===== config.mk =====
export PLATFORM = sky130hd
export DESIGN_NAME = player_projectile_flat
export DESIGN_NICKNAME = d
export VERILOG_FILES = /design/src/rtl/game_pkg.sv /design/src/rtl/player_projectile_if.sv /design/src/rtl/tick_divider.sv /design/src/rtl/player_projectile.sv /design/src/flat_wrapper.sv
export SDC_FILE = /design/constraint.sdc
export NUM_CORES = 1
export LEC_CHECK = 0
export CAP_MARGIN = 40
export CELL_PAD_IN_SITES_DETAIL_PLACEMENT = 0
export CELL_PAD_IN_SITES_GLOBAL_PLACEMENT = 1
export CORE_MARGIN = 4
export CORE_UTILIZATION = 45
export DETAILED_ROUTE_END_ITERATION = 10
export GPL_TIMING_DRIVEN = 1
export PLACE_DENSITY = 0.95
export SYNTH_ARGS = -nofsm -noshare
export SYNTH_HDL_FRONTEND = slang
export SYNTH_SLANG_ARGS = --single-unit

===== constraint.sdc =====
create_clock -name clk -period 5.6 [get_ports clk]
set_input_delay 1.12 -clock clk [delete_from_list [all_inputs] [get_ports clk]]
set_output_delay 1.12 -clock clk [all_outputs]
set_load 0.03 [all_outputs]

===== src/rtl/game_pkg.sv =====
// Shared game constants: one-hot state codes, playfield bounds and park position.
// Used by the projectile, the enemy fleet and the VGA renderer.
package game_pkg;
    localparam logic [4:0] ST_INIT   = 5'b00001;
    localparam logic [4:0] ST_READY  = 5'b00010;
    localparam logic [4:0] ST_FLIGHT = 5'b00100;
    localparam logic [4:0] ST_COOL   = 5'b01000;
    localparam logic [4:0] ST_DONE   = 5'b10000;

    localparam logic [9:0] PARK_H_DEF   = 10'd0;
    localparam logic [9:0] PARK_V_DEF   = 10'd0;
    localparam logic [9:0] LAUNCH_V_DEF = 10'd50;
    localparam logic [9:0] TOP_V_DEF    = 10'd515;

    function automatic logic [7:0] sat_inc8(input logic [7:0] v);
        return (v == 8'hFF) ? v : v + 8'd1;
    endfunction
endpackage


===== src/rtl/player_projectile_if.sv =====
// Bundle between the player's projectile, its controls and the enemy fleet.
interface player_projectile_if;
    logic       start;
    logic       fire;
    logic [9:0] player_h;
    logic       collision;
    logic       game_over;
    logic [9:0] projectile_h;
    logic [9:0] projectile_v;
    logic       projectile_active;
    logic [7:0] shots_fired;
    logic [7:0] hits;

    modport master (
        output start, fire, player_h, collision, game_over,
        input  projectile_h, projectile_v, projectile_active, shots_fired, hits
    );
    modport slave (
        input  start, fire, player_h, collision, game_over,
        output projectile_h, projectile_v, projectile_active, shots_fired, hits
    );
endinterface


===== src/rtl/tick_divider.sv =====
// Programmable cycle divider: counts while enabled and pulses o_tc on the
// last cycle of each period of i_div cycles.
module tick_divider #(
    parameter int W = 16
) (
    input  logic         clk,
    input  logic         reset,
    input  logic         i_en,
    input  logic         i_clr,
    input  logic [W-1:0] i_div,
    output logic         o_tc
);
    logic [W-1:0] r_cnt;

    assign o_tc = i_en && (r_cnt == i_div - W'(1));

    always_ff @(posedge clk or posedge reset) begin
        if (reset)               r_cnt <= '0;
        else if (i_clr || o_tc)  r_cnt <= '0;
        else if (i_en)           r_cnt <= r_cnt + W'(1);
    end
endmodule


===== src/rtl/player_projectile.sv =====
// Player's single shot: launch on fire edge, climb on a divided tick, retire on
// hit or top of playfield, then cool down before the next shot is allowed.
module player_projectile
    import game_pkg::*;
#(
    parameter logic [15:0] STEP_DIV = 16'd50000,
    parameter logic [9:0]  STEP_PX  = 10'd10,
    parameter logic [9:0]  LAUNCH_V = LAUNCH_V_DEF,
    parameter logic [9:0]  TOP_V    = TOP_V_DEF,
    parameter logic [15:0] COOLDOWN = 16'd100,
    parameter logic [9:0]  PARK_H   = PARK_H_DEF,
    parameter logic [9:0]  PARK_V   = PARK_V_DEF
) (
    input  logic                 clk,
    input  logic                 reset,
    player_projectile_if.slave   bus
);
    logic [4:0]  r_state;
    logic        r_fire_prev;
    logic [9:0]  r_h, r_v;
    logic        r_active;
    logic [7:0]  r_shots, r_hits;
    logic [15:0] r_cd;

    logic        w_fire_edge, w_tc, w_miss, w_in_flight;
    logic [10:0] w_next_v;

    assign w_fire_edge = bus.fire & ~r_fire_prev;
    assign w_in_flight = (r_state == ST_FLIGHT);
    // 11-bit sum so a step near the 10-bit ceiling cannot wrap into range
    assign w_next_v    = {1'b0, r_v} + {1'b0, STEP_PX};
    assign w_miss      = w_next_v > {1'b0, TOP_V};

    tick_divider #(.W(16)) u_step (
        .clk   (clk),
        .reset (reset),
        .i_en  (w_in_flight),
        .i_clr (!w_in_flight),
        .i_div (STEP_DIV),
        .o_tc  (w_tc)
    );

    always_ff @(posedge clk or posedge reset) begin
        if (reset) begin
            r_state     <= ST_INIT;
            r_fire_prev <= 1'b0;
            r_h         <= PARK_H;
            r_v         <= PARK_V;
            r_active    <= 1'b0;
            r_shots     <= 8'd0;
            r_hits      <= 8'd0;
            r_cd        <= 16'd0;
        end else begin
            r_fire_prev <= bus.fire;
            case (r_state)
                ST_INIT: begin
                    r_h      <= PARK_H;
                    r_v      <= PARK_V;
                    r_active <= 1'b0;
                    r_cd     <= 16'd0;
                    if (bus.start) r_state <= ST_READY;
                end
                ST_READY: begin
                    if (bus.game_over) begin
                        r_state <= ST_DONE;
                    end else if (w_fire_edge) begin
                        r_state  <= ST_FLIGHT;
                        r_h      <= bus.player_h;
                        r_v      <= LAUNCH_V;
                        r_active <= 1'b1;
                        r_shots  <= sat_inc8(r_shots);
                    end
                end
                ST_FLIGHT: begin
                    if (bus.collision) r_hits <= sat_inc8(r_hits);
                    if (bus.game_over) begin
                        r_state  <= ST_DONE;
                        r_h      <= PARK_H;
                        r_v      <= PARK_V;
                        r_active <= 1'b0;
                    end else if (bus.collision || (w_tc && w_miss)) begin
                        r_state  <= ST_COOL;
                        r_h      <= PARK_H;
                        r_v      <= PARK_V;
                        r_active <= 1'b0;
                        r_cd     <= COOLDOWN - 16'd1;
                    end else if (w_tc) begin
                        r_v <= w_next_v[9:0];
                    end
                end
                ST_COOL: begin
                    if (bus.game_over)    r_state <= ST_DONE;
                    else if (r_cd == 0)   r_state <= ST_READY;
                    else                  r_cd    <= r_cd - 16'd1;
                end
                ST_DONE: ;
                default: r_state <= ST_INIT;
            endcase
        end
    end

    assign bus.projectile_h      = r_h;
    assign bus.projectile_v      = r_v;
    assign bus.projectile_active = r_active;
    assign bus.shots_fired       = r_shots;
    assign bus.hits              = r_hits;
endmodule


===== src/flat_wrapper.sv =====
// flat-port wrapper written by rule: the top's interface ports become plain ports
module player_projectile_flat import game_pkg::*;
#(
    parameter logic [15:0] STEP_DIV = 16'd50000,
    parameter logic [9:0]  STEP_PX  = 10'd10,
    parameter logic [9:0]  LAUNCH_V = LAUNCH_V_DEF,
    parameter logic [9:0]  TOP_V    = TOP_V_DEF,
    parameter logic [15:0] COOLDOWN = 16'd100,
    parameter logic [9:0]  PARK_H   = PARK_H_DEF,
    parameter logic [9:0]  PARK_V   = PARK_V_DEF
)
  (clk, reset, bus_start, bus_fire, bus_player_h, bus_collision, bus_game_over, bus_projectile_h, bus_projectile_v, bus_projectile_active, bus_shots_fired, bus_hits);
  player_projectile_if bus_i ();
  input  logic clk;
  input  logic reset;
  input wire logic [$bits(bus_i.start)-1:0] bus_start;
  input wire logic [$bits(bus_i.fire)-1:0] bus_fire;
  input wire logic [$bits(bus_i.player_h)-1:0] bus_player_h;
  input wire logic [$bits(bus_i.collision)-1:0] bus_collision;
  input wire logic [$bits(bus_i.game_over)-1:0] bus_game_over;
  output wire logic [$bits(bus_i.projectile_h)-1:0] bus_projectile_h;
  output wire logic [$bits(bus_i.projectile_v)-1:0] bus_projectile_v;
  output wire logic [$bits(bus_i.projectile_active)-1:0] bus_projectile_active;
  output wire logic [$bits(bus_i.shots_fired)-1:0] bus_shots_fired;
  output wire logic [$bits(bus_i.hits)-1:0] bus_hits;
  assign bus_i.start = bus_start;
  assign bus_i.fire = bus_fire;
  assign bus_i.player_h = bus_player_h;
  assign bus_i.collision = bus_collision;
  assign bus_i.game_over = bus_game_over;
  assign bus_projectile_h = bus_i.projectile_h;
  assign bus_projectile_v = bus_i.projectile_v;
  assign bus_projectile_active = bus_i.projectile_active;
  assign bus_shots_fired = bus_i.shots_fired;
  assign bus_hits = bus_i.hits;
  player_projectile #(.STEP_DIV(STEP_DIV), .STEP_PX(STEP_PX), .LAUNCH_V(LAUNCH_V), .TOP_V(TOP_V), .COOLDOWN(COOLDOWN), .PARK_H(PARK_H), .PARK_V(PARK_V)) u_core (.clk(clk), .reset(reset), .bus(bus_i));
endmodule

# After elaboration in Yosys (flattened, before gate mapping)
# Cells that the tools add are included.
dict set report op_classes {
  mux 31
  n_addsub 5
  n_bitwise 6
  n_reduce_logical 15
  eq_ne 19
  magnitude_cmp 1
}
# cell count
set ops {}
lappend ops {{two-way mux 16 bit} 6}
lappend ops {{two-way mux 10 bit} 9}
lappend ops {{one-hot mux 10 bit (3 select lines)} 2}
lappend ops {{one-hot mux 16 bit (3 select lines)} 1}
lappend ops {{two-way mux 5 bit} 7}
lappend ops {{one-hot mux 5 bit (5 select lines)} 1}
lappend ops {{adder 16 x 1 -> 16 bit (second input constant)} 1}
lappend ops {{adder 8 x 1 -> 8 bit (second input constant)} 2}
lappend ops {{equality test 16 bit (second input constant)} 1}
lappend ops {{equality test 8 bit (second input constant)} 2}
lappend ops {{zero test 16 bit} 1}
lappend ops {{subtractor 16 x 1 -> 16 bit (second input constant)} 1}
lappend ops {{AND reduction 4 bit} 3}
lappend ops {{adder 10 x 4 -> 11 bit (second input constant)} 1}
lappend ops {{greater-than comparator 11 x 10 -> 1 bit (second input constant)} 1}
lappend ops {{inequality test 2 bit (second input constant)} 5}
lappend ops {{AND reduction 5 bit} 2}
lappend ops {{inequality test 3 x 2 -> 1 bit (second input constant)} 3}
lappend ops {{nonzero test 3 bit} 2}
lappend ops {{equality test 5 x 1 -> 1 bit (second input constant)} 1}
lappend ops {{equality test 5 x 2 -> 1 bit (second input constant)} 1}
lappend ops {{equality test 5 x 3 -> 1 bit (second input constant)} 1}
lappend ops {{equality test 5 x 4 -> 1 bit (second input constant)} 1}
lappend ops {{equality test 5 bit (second input constant)} 1}
lappend ops {{11 further kinds} 21}
dict set report totals {
  word_cells 86
  reg_bits 75
  output_inout_bits 37
  in_bits 16
}

# Longest topological paths before layout
# Gate-level depths: netlist (run 1).
dict set report logic_depth {
  depth_word 7
  mapped_depth 9
}

# Modules after synthesis
# A second synthesis (run 1) with hierarchy kept.
dict set report hier_totals {
  cells_unflattened 496
  hier_area_um2 4623.2
}
# mod seq_area_each_um2 instances area_each_um2 cells_each
set modules_own_cells {}
lappend modules_own_cells {player_projectile 1452.6 1 3291.9 347}
lappend modules_own_cells {tick_divider 400.4 1 1331.3 149}

# Worst setup path after synthesis (run 1)
# No wires, ideal clock.
dict set report synth_path {
  kind {input-to-reg}
  startpoint {input bus_collision}
  endpoint {register u_core.r_cd[10]}
  arrival_ps 2594
  path_slack_ps 2939
  cell_stages 6
  n_path_buf 1
  required_ps 5533
  cell_sequence {or3_1 > or2_1 > o32ai_1 > or2_1 > buf_2 > a221o_1}
}
dict set report synth_between {
  elab_chain_cells 3
}
# element line_no
set synth_lines {}
lappend synth_lines {{start, declared} flat_wrapper.sv:19} ;# input wire logic [$bits(bus_i.collision)-1:0] bus_collision;
lappend synth_lines {{logical OR 1 bit} player_projectile.sv:81} ;# end else if (bus.collision || (w_tc && w_miss)) begin
lappend synth_lines {{inequality test 2 x 1 -> 1 bit (no source line)} n/a}
lappend synth_lines {{AND reduction 5 bit (no source line)} n/a}
lappend synth_lines {{end signal, assigned} player_projectile.sv:86} ;# r_cd <= COOLDOWN - 16'd1;
lappend synth_lines {{end signal, assigned} player_projectile.sv:94} ;# else r_cd <= r_cd - 16'd1;
lappend synth_lines {{end, declared} player_projectile.sv:23} ;# logic [15:0] r_cd;
# Every way passes these cells.
# A chain may end at the register's enable or synchronous reset.

# Worst setup path after layout (run 1)
dict set report layout_path {
  startpoint {input bus_collision}
  endpoint {register u_core.r_cd[12]}
}
# Same word-level chain as after synthesis.

==> run metrics, run 1 <==
Yosys top cell by area=dfrtp_1; num rows=33; CP required=5.86 ns; total wire length=8770 um; utilization after layout=56.8%; CTS tree=built; Synth area leaders=dfrtp_1 46%, xnor2_1 4.2%, nand2_1 3.7%; Via density=5.73; CTS Buf Count=9; clock slew at reported path FFs=0.08 ns; Main synth FF type=dfrtp_1; min Tclk post-route=3.31 ns; first-pass GRT wire length=15000 um; Critical Path Fanout Max=7; GPL Wtd Cong=0.876; Detailed Route Iter0 Violations=184; Starting Density=47.1%; Tot Pwr=1890 uW; fin nets=481; vias in the first global route=3205; Max-slew headroom=33.2%; CP Class=input pin to flip-flop; H-tree Lvls=3; Yosys reg bits=74; total of warnings raised by yosys=0; share of post-route cells with drive strength above 1=6.03%; power density cells=400 nW/um2; routed vias=3262; unrepaired setup endpoints after global routing=false; Die ar.=10300 um2; hold_buf cts=0; setup bufs post-CTS=0; CP endpoint kind=flip-flop; Die X=101 um; max frequency=302 MHz; Unique masters post-synth=62; Post-Syn Area=3930 um2; post-CTS sizing=0; Ports=53; ys async rst share=100%; TritonRoute pass-1 iters=4; Clock Skew=0.00823 ns; combinational share of power=38.8%; sw power=740 uW; Congestion Overflow GR=0; GRT Total Usage=18.2%; sequential area share after synthesis=47.2%; initial antenna violation count=0; CP Launch Type=input pin; IO buf count=51; Hold WC Path Type=flip-flop to flip-flop; pin count of the biggest net entering global routing=39; internal power=1150 uW; Post-Syn Area per Cell=9.56 um2; VDD IR-drop max=218 uV; Final setup viols=0; die height=101 um; FILL cells=730; Tcrit/Tclk final=59.1%; CP arrival=3.57 ns; dpl cell area=4520 um2; Clock Path Buffers=2; design area=4730 um2; Leak Pwr=0.00206 uW; WL/cell=15.4 um; setup TNS=0 ns; Worst-Margin Slew=0.999 ns; Slew Viols, Final=0; switching part of the total=39.1%; sequential power share=37.7%; area grow syn2layout=20.4%; Core ar.=8340 um2; clock latency on the worst-skew pair=0.34 ns; DP Wirelength=6420 um; area share of the largest cell type after synthesis=46.5%; DRC viols=0; Diodes inserted=0; Hold Fails Final Rpt=0; number of synthesized flops with an enable pin=0; Synth Instances=411; final antenna-violating net count=0; Sink Count=74; Syn Nets=433; Clk pwr share=23.5%; Max Cap Viol=0; Final WS setup=2.29 ns; Clk Tree Root Cell=clkbuf_8; Post-Place Worst Slack=1.97 ns; status=finished clean
-- state kept, by name (all words and copies together), names as in the netlist --
signal                        flops
u_core.bus.hits                   8
u_core.bus.projectile_active      1
u_core.bus.projectile_h          10
u_core.bus.projectile_v           9
u_core.bus.shots_fired            8
u_core.r_cd                      16
u_core.r_fire_prev                1
u_core.r_state                    5
u_core.u_step.r_cnt              16
-- final cells by class --
class / instances / area (um2) / share of cell area (%)
Timing Repair Buffer: 53 / 526 / 11.1
Clock buffer: 9 / 124 / 2.62
Tap cell: 105 / 131 / 2.78
Inverter: 19 / 71.3 / 1.51
Multi-Input combinational cell: 302 / 1930 / 40.9
Clock inverter: 7 / 93.8 / 1.98
Sequential cell: 74 / 1850 / 39.1
-- stage by stage --
step	hold slack (ns)	std cells
6_report	0.454	569
5_1_grt	0.493	569
4_1_cts	0.456	569
3_5_place_dp	0.446	553
3_3_place_gp	0.436	553
2_1_floorplan	0.424	411
-- layer usage --
metal / vias to the layer above / routed length [um] / track usage (%)
li1: 1576 / - / -
met4: 0 / 119 / 6.75
met1: 1585 / 3870 / 24.2
met3: 10 / 462 / 3.99
met5: - / 0 / 0
met2: 91 / 4320 / 29.1
-- power groups by stage --
stage          registers (uW)  clock network (uW)  logic (uW)
6_report                  713                 445         735
5_1_grt                   727                 484         808
4_1_cts                   713                 461         740
3_5_place_dp              723                   0         737
3_3_place_gp              718                   0         721
2_1_floorplan             810                   0         413
-- kinds of logic after synthesis --
| family | count (synthesis) | synth area share, % |
|---|---|---|
| compound gates | 81 | 14.1 |
| xor+xnor | 28 | 6.24 |
| fa+ha+maj | 6 | 1.91 |
| buf+inv | 35 | 3.63 |
| flops | 74 | 47.2 |
| mux | 13 | 3.37 |
| other cells | 1 | 0.0954 |
| simple gates | 173 | 23.5 |
-- layout by cell type (no fill, tap or decap), types with 9 or more instances in the layout --
cell type / n
dfrtp_1: 73
nand3_1: 17
and3_1: 15
nor2_1: 31
nor3_1: 12
xor2_1: 9
clkbuf_8: 9
o21ai_0: 16
inv_1: 18
nand4_1: 9
mux2i_1: 11
clkdlybuf4s50_1: 51
a21oi_1: 20
xnor2_1: 19
nand2_1: 39
-- synth_stat cells (2+ instances only) --
cell      instances
o22ai_1           2
inv_1            19
clkbuf_1          9
nand3_1          17
and2_1            2
or3b_2            2
or3_1             6
nor4b_1           4
ha_1              6
a21o_1            4
o31a_1            2
o211a_1           4
a21oi_1          20
or2_1             2
nor2_1           31
nor4_1            3
nor2b_1           2
xnor2_1          19
o32a_1            2
xor2_1            9
nor3_1           12
nand2b_1          6
nor4bb_1          2
a31oi_1           6
nor3b_1           5
o31ai_1           3
and3_1           15
buf_2             6
a22o_1            2
mux2_2            2
nand2_1          39
o21ai_0          16
mux2i_1          11
or4_1             6
a221o_1           3
dfrtp_1          73
nand3b_1          5
o211ai_1          2
nand4_1           9
-- worst max-delay path: stages --
cell and delay (ns):
clkdlybuf4s50_1 0.47, or3_1 0.42, or2_1 0.22, o32ai_1 0.81, nor2_1 0.28, a31oi_1 0.24
-- final timing paths --
path                                                            end  cells past startpoint  slack [ns]                              startpoint
worst max-delay path                    u_core.r_cd[12]$_DFFE_PP0P_                      6        2.29                           bus_collision
worst min-delay path             u_core.u_step.r_cnt[0]$_DFFE_PP0P_                      1        0.45      u_core.u_step.r_cnt[0]$_DFFE_PP0P_
worst max register to register          u_core.r_cd[12]$_DFFE_PP0P_                      6        2.52  u_core.bus.projectile_v[1]$_DFFE_PP0P_
worst min register to register   u_core.u_step.r_cnt[0]$_DFFE_PP0P_                      1        0.45      u_core.u_step.r_cnt[0]$_DFFE_PP0P_
max in group asynchronous             u_core.r_state[0]$_DFFE_PP1P_                      3        3.35                                   reset
min in group asynchronous       u_core.u_step.r_cnt[13]$_DFFE_PP0P_                      2        1.24                                   reset
No activity file was read; power rests on OpenSTA's default activity.
==> run 2, diff against run 1 <==
- CORE_UTILIZATION: 45 -> 42
- PLACE_DENSITY: 0.95 -> 0.9
- clock period: 5.6 -> 3.1 ns (I/O delays scaled with it)
==> run metrics, run 2 (synthesized netlist as in run 1, its figures left out) <==
post-CTS sizing=0; GPL Wtd Cong=0.824; Slew Viols, Final=0; min Tclk post-route=2.79 ns; Clock Skew=0.0116 ns; Starting Density=42.9%; Final setup viols=0; CP endpoint kind=flip-flop; pin count of the biggest net entering global routing=34; Sink Count=74; sequential power share=36.6%; CP Class=flip-flop to flip-flop; Die ar.=11000 um2; switching part of the total=38.9%; setup TNS=0 ns; internal power=2120 uW; DP Wirelength=6370 um; Worst-Margin Slew=0.797 ns; area grow syn2layout=23.1%; routed vias=3263; CP Launch Type=flip-flop; CTS tree=built; die height=105 um; most frequent cells in the layout=73 x dfrtp_1, 51 x clkdlybuf4s50_1, 39 x nand2_1; CP required=3.36 ns; CTS Buf Count=9; unrepaired setup endpoints after global routing=false; Max-slew headroom=46.8%; Detailed Route Iter0 Violations=149; sw power=1350 uW; power density cells=717 nW/um2; Leak Pwr=0.00212 uW; WL/cell=14.9 um; Hold Fails Final Rpt=0; Tcrit/Tclk final=90.2%; Diodes inserted=0; Hold WC Path Type=flip-flop to flip-flop; IO buf count=51; Max Cap Viol=0; status=finished clean; num rows=35; GRT Total Usage=16.8%; Clock Path Buffers=2; Congestion Overflow GR=0; VDD IR-drop max=335 uV; Via density=5.56; Ports=53; first-pass GRT wire length=15400 um; share of post-route cells with drive strength above 1=8.40%; hold_buf cts=0; TritonRoute pass-1 iters=4; commonest non-fill, non-tap cell in the layout=dfrtp_1; vias in the first global route=3296; clock slew at reported path FFs=0.08 ns; H-tree Lvls=3; max frequency=358 MHz; Die X=105 um; final antenna-violating net count=0; Core ar.=9150 um2; Critical Path Fanout Max=12; initial antenna violation count=0; CP arrival=3.05 ns; DRC viols=0; combinational share of power=40.2%; Clk Tree Root Cell=clkbuf_8; design area=4840 um2; total wire length=8780 um; fin nets=493; Clk pwr share=23.2%; setup bufs post-CTS=0; dpl cell area=4630 um2; clock latency on the worst-skew pair=0.34 ns
==> run 2: final cells by class <==
type                            count  area (um2)
Inverter                           19        71.3
Clock buffer                       10         128
Multi-Input combinational cell    302        1940
Sequential cell                    74        1850
Timing Repair Buffer               65         628
Tap cell                          111         139
Clock inverter                      6        82.6
Fill cell                         820        4320
==> run 2: path summary, 6_finish.rpt <==
check | depth (start not counted) | from | end | slack [ns]
max | 6 | u_core.r_state[1]$_DFFE_PP0P_ | u_core.bus.projectile_v[7]$_DFFE_PP0P_ | 0.31
min | 1 | u_core.u_step.r_cnt[0]$_DFFE_PP0P_ | u_core.u_step.r_cnt[0]$_DFFE_PP0P_ | 0.45
max reg2reg | 6 | u_core.r_state[1]$_DFFE_PP0P_ | u_core.bus.projectile_v[7]$_DFFE_PP0P_ | 0.31
min reg2reg | 1 | u_core.u_step.r_cnt[0]$_DFFE_PP0P_ | u_core.u_step.r_cnt[0]$_DFFE_PP0P_ | 0.45
max in group asynchronous | 3 | reset | u_core.bus.projectile_v[1]$_DFFE_PP0P_ | 1.82
min in group asynchronous | 2 | reset | u_core.bus.hits[6]$_DFFE_PP0P_ | 0.62
==> run 2: per-layer routing <==
metal / vias up / global-route usage, % / part of all wire [%]
li1: 1603 / - / -
met1: 1583 / 21.8 / 47
met2: 65 / 27.2 / 47
met3: 12 / 4.20 / 3.7
met4: 0 / 5.72 / 1.9
met5: - / 0 / 0
==> run 2: worst max-delay path: stages, from the launching register on <==
cell and delay (ns):
dfrtp_1 0.43, or3_1 0.50, or2_4 0.31, or4_1 0.42, o32a_1 0.44, or4_1 0.51
o211ai_1 0.10
==> run 2: through the flow <==
step	power, uW	util, %	instances	hold WS [ns]	worst slack, ns
after floorplan	2210	-	411	0.424	0.453
after global placement	2650	50.5	571	0.439	0.326
after detailed placement	2680	50.5	571	0.448	0.144
after CTS	3500	52.8	587	0.460	0.149
after global routing	3700	52.9	587	0.488	0.0542
final	3470	52.9	587	0.454	0.305
==> run 2: power by group through the flow <==
stage / clock network (uW) / registers [uW] / logic, uW
final: 806 / 1270 / 1390
after global placement: 0 / 1280 / 1370
after floorplan: 0 / 1460 / 746
after CTS: 829 / 1270 / 1400
after global routing: 867 / 1290 / 1540
after detailed placement: 0 / 1290 / 1390
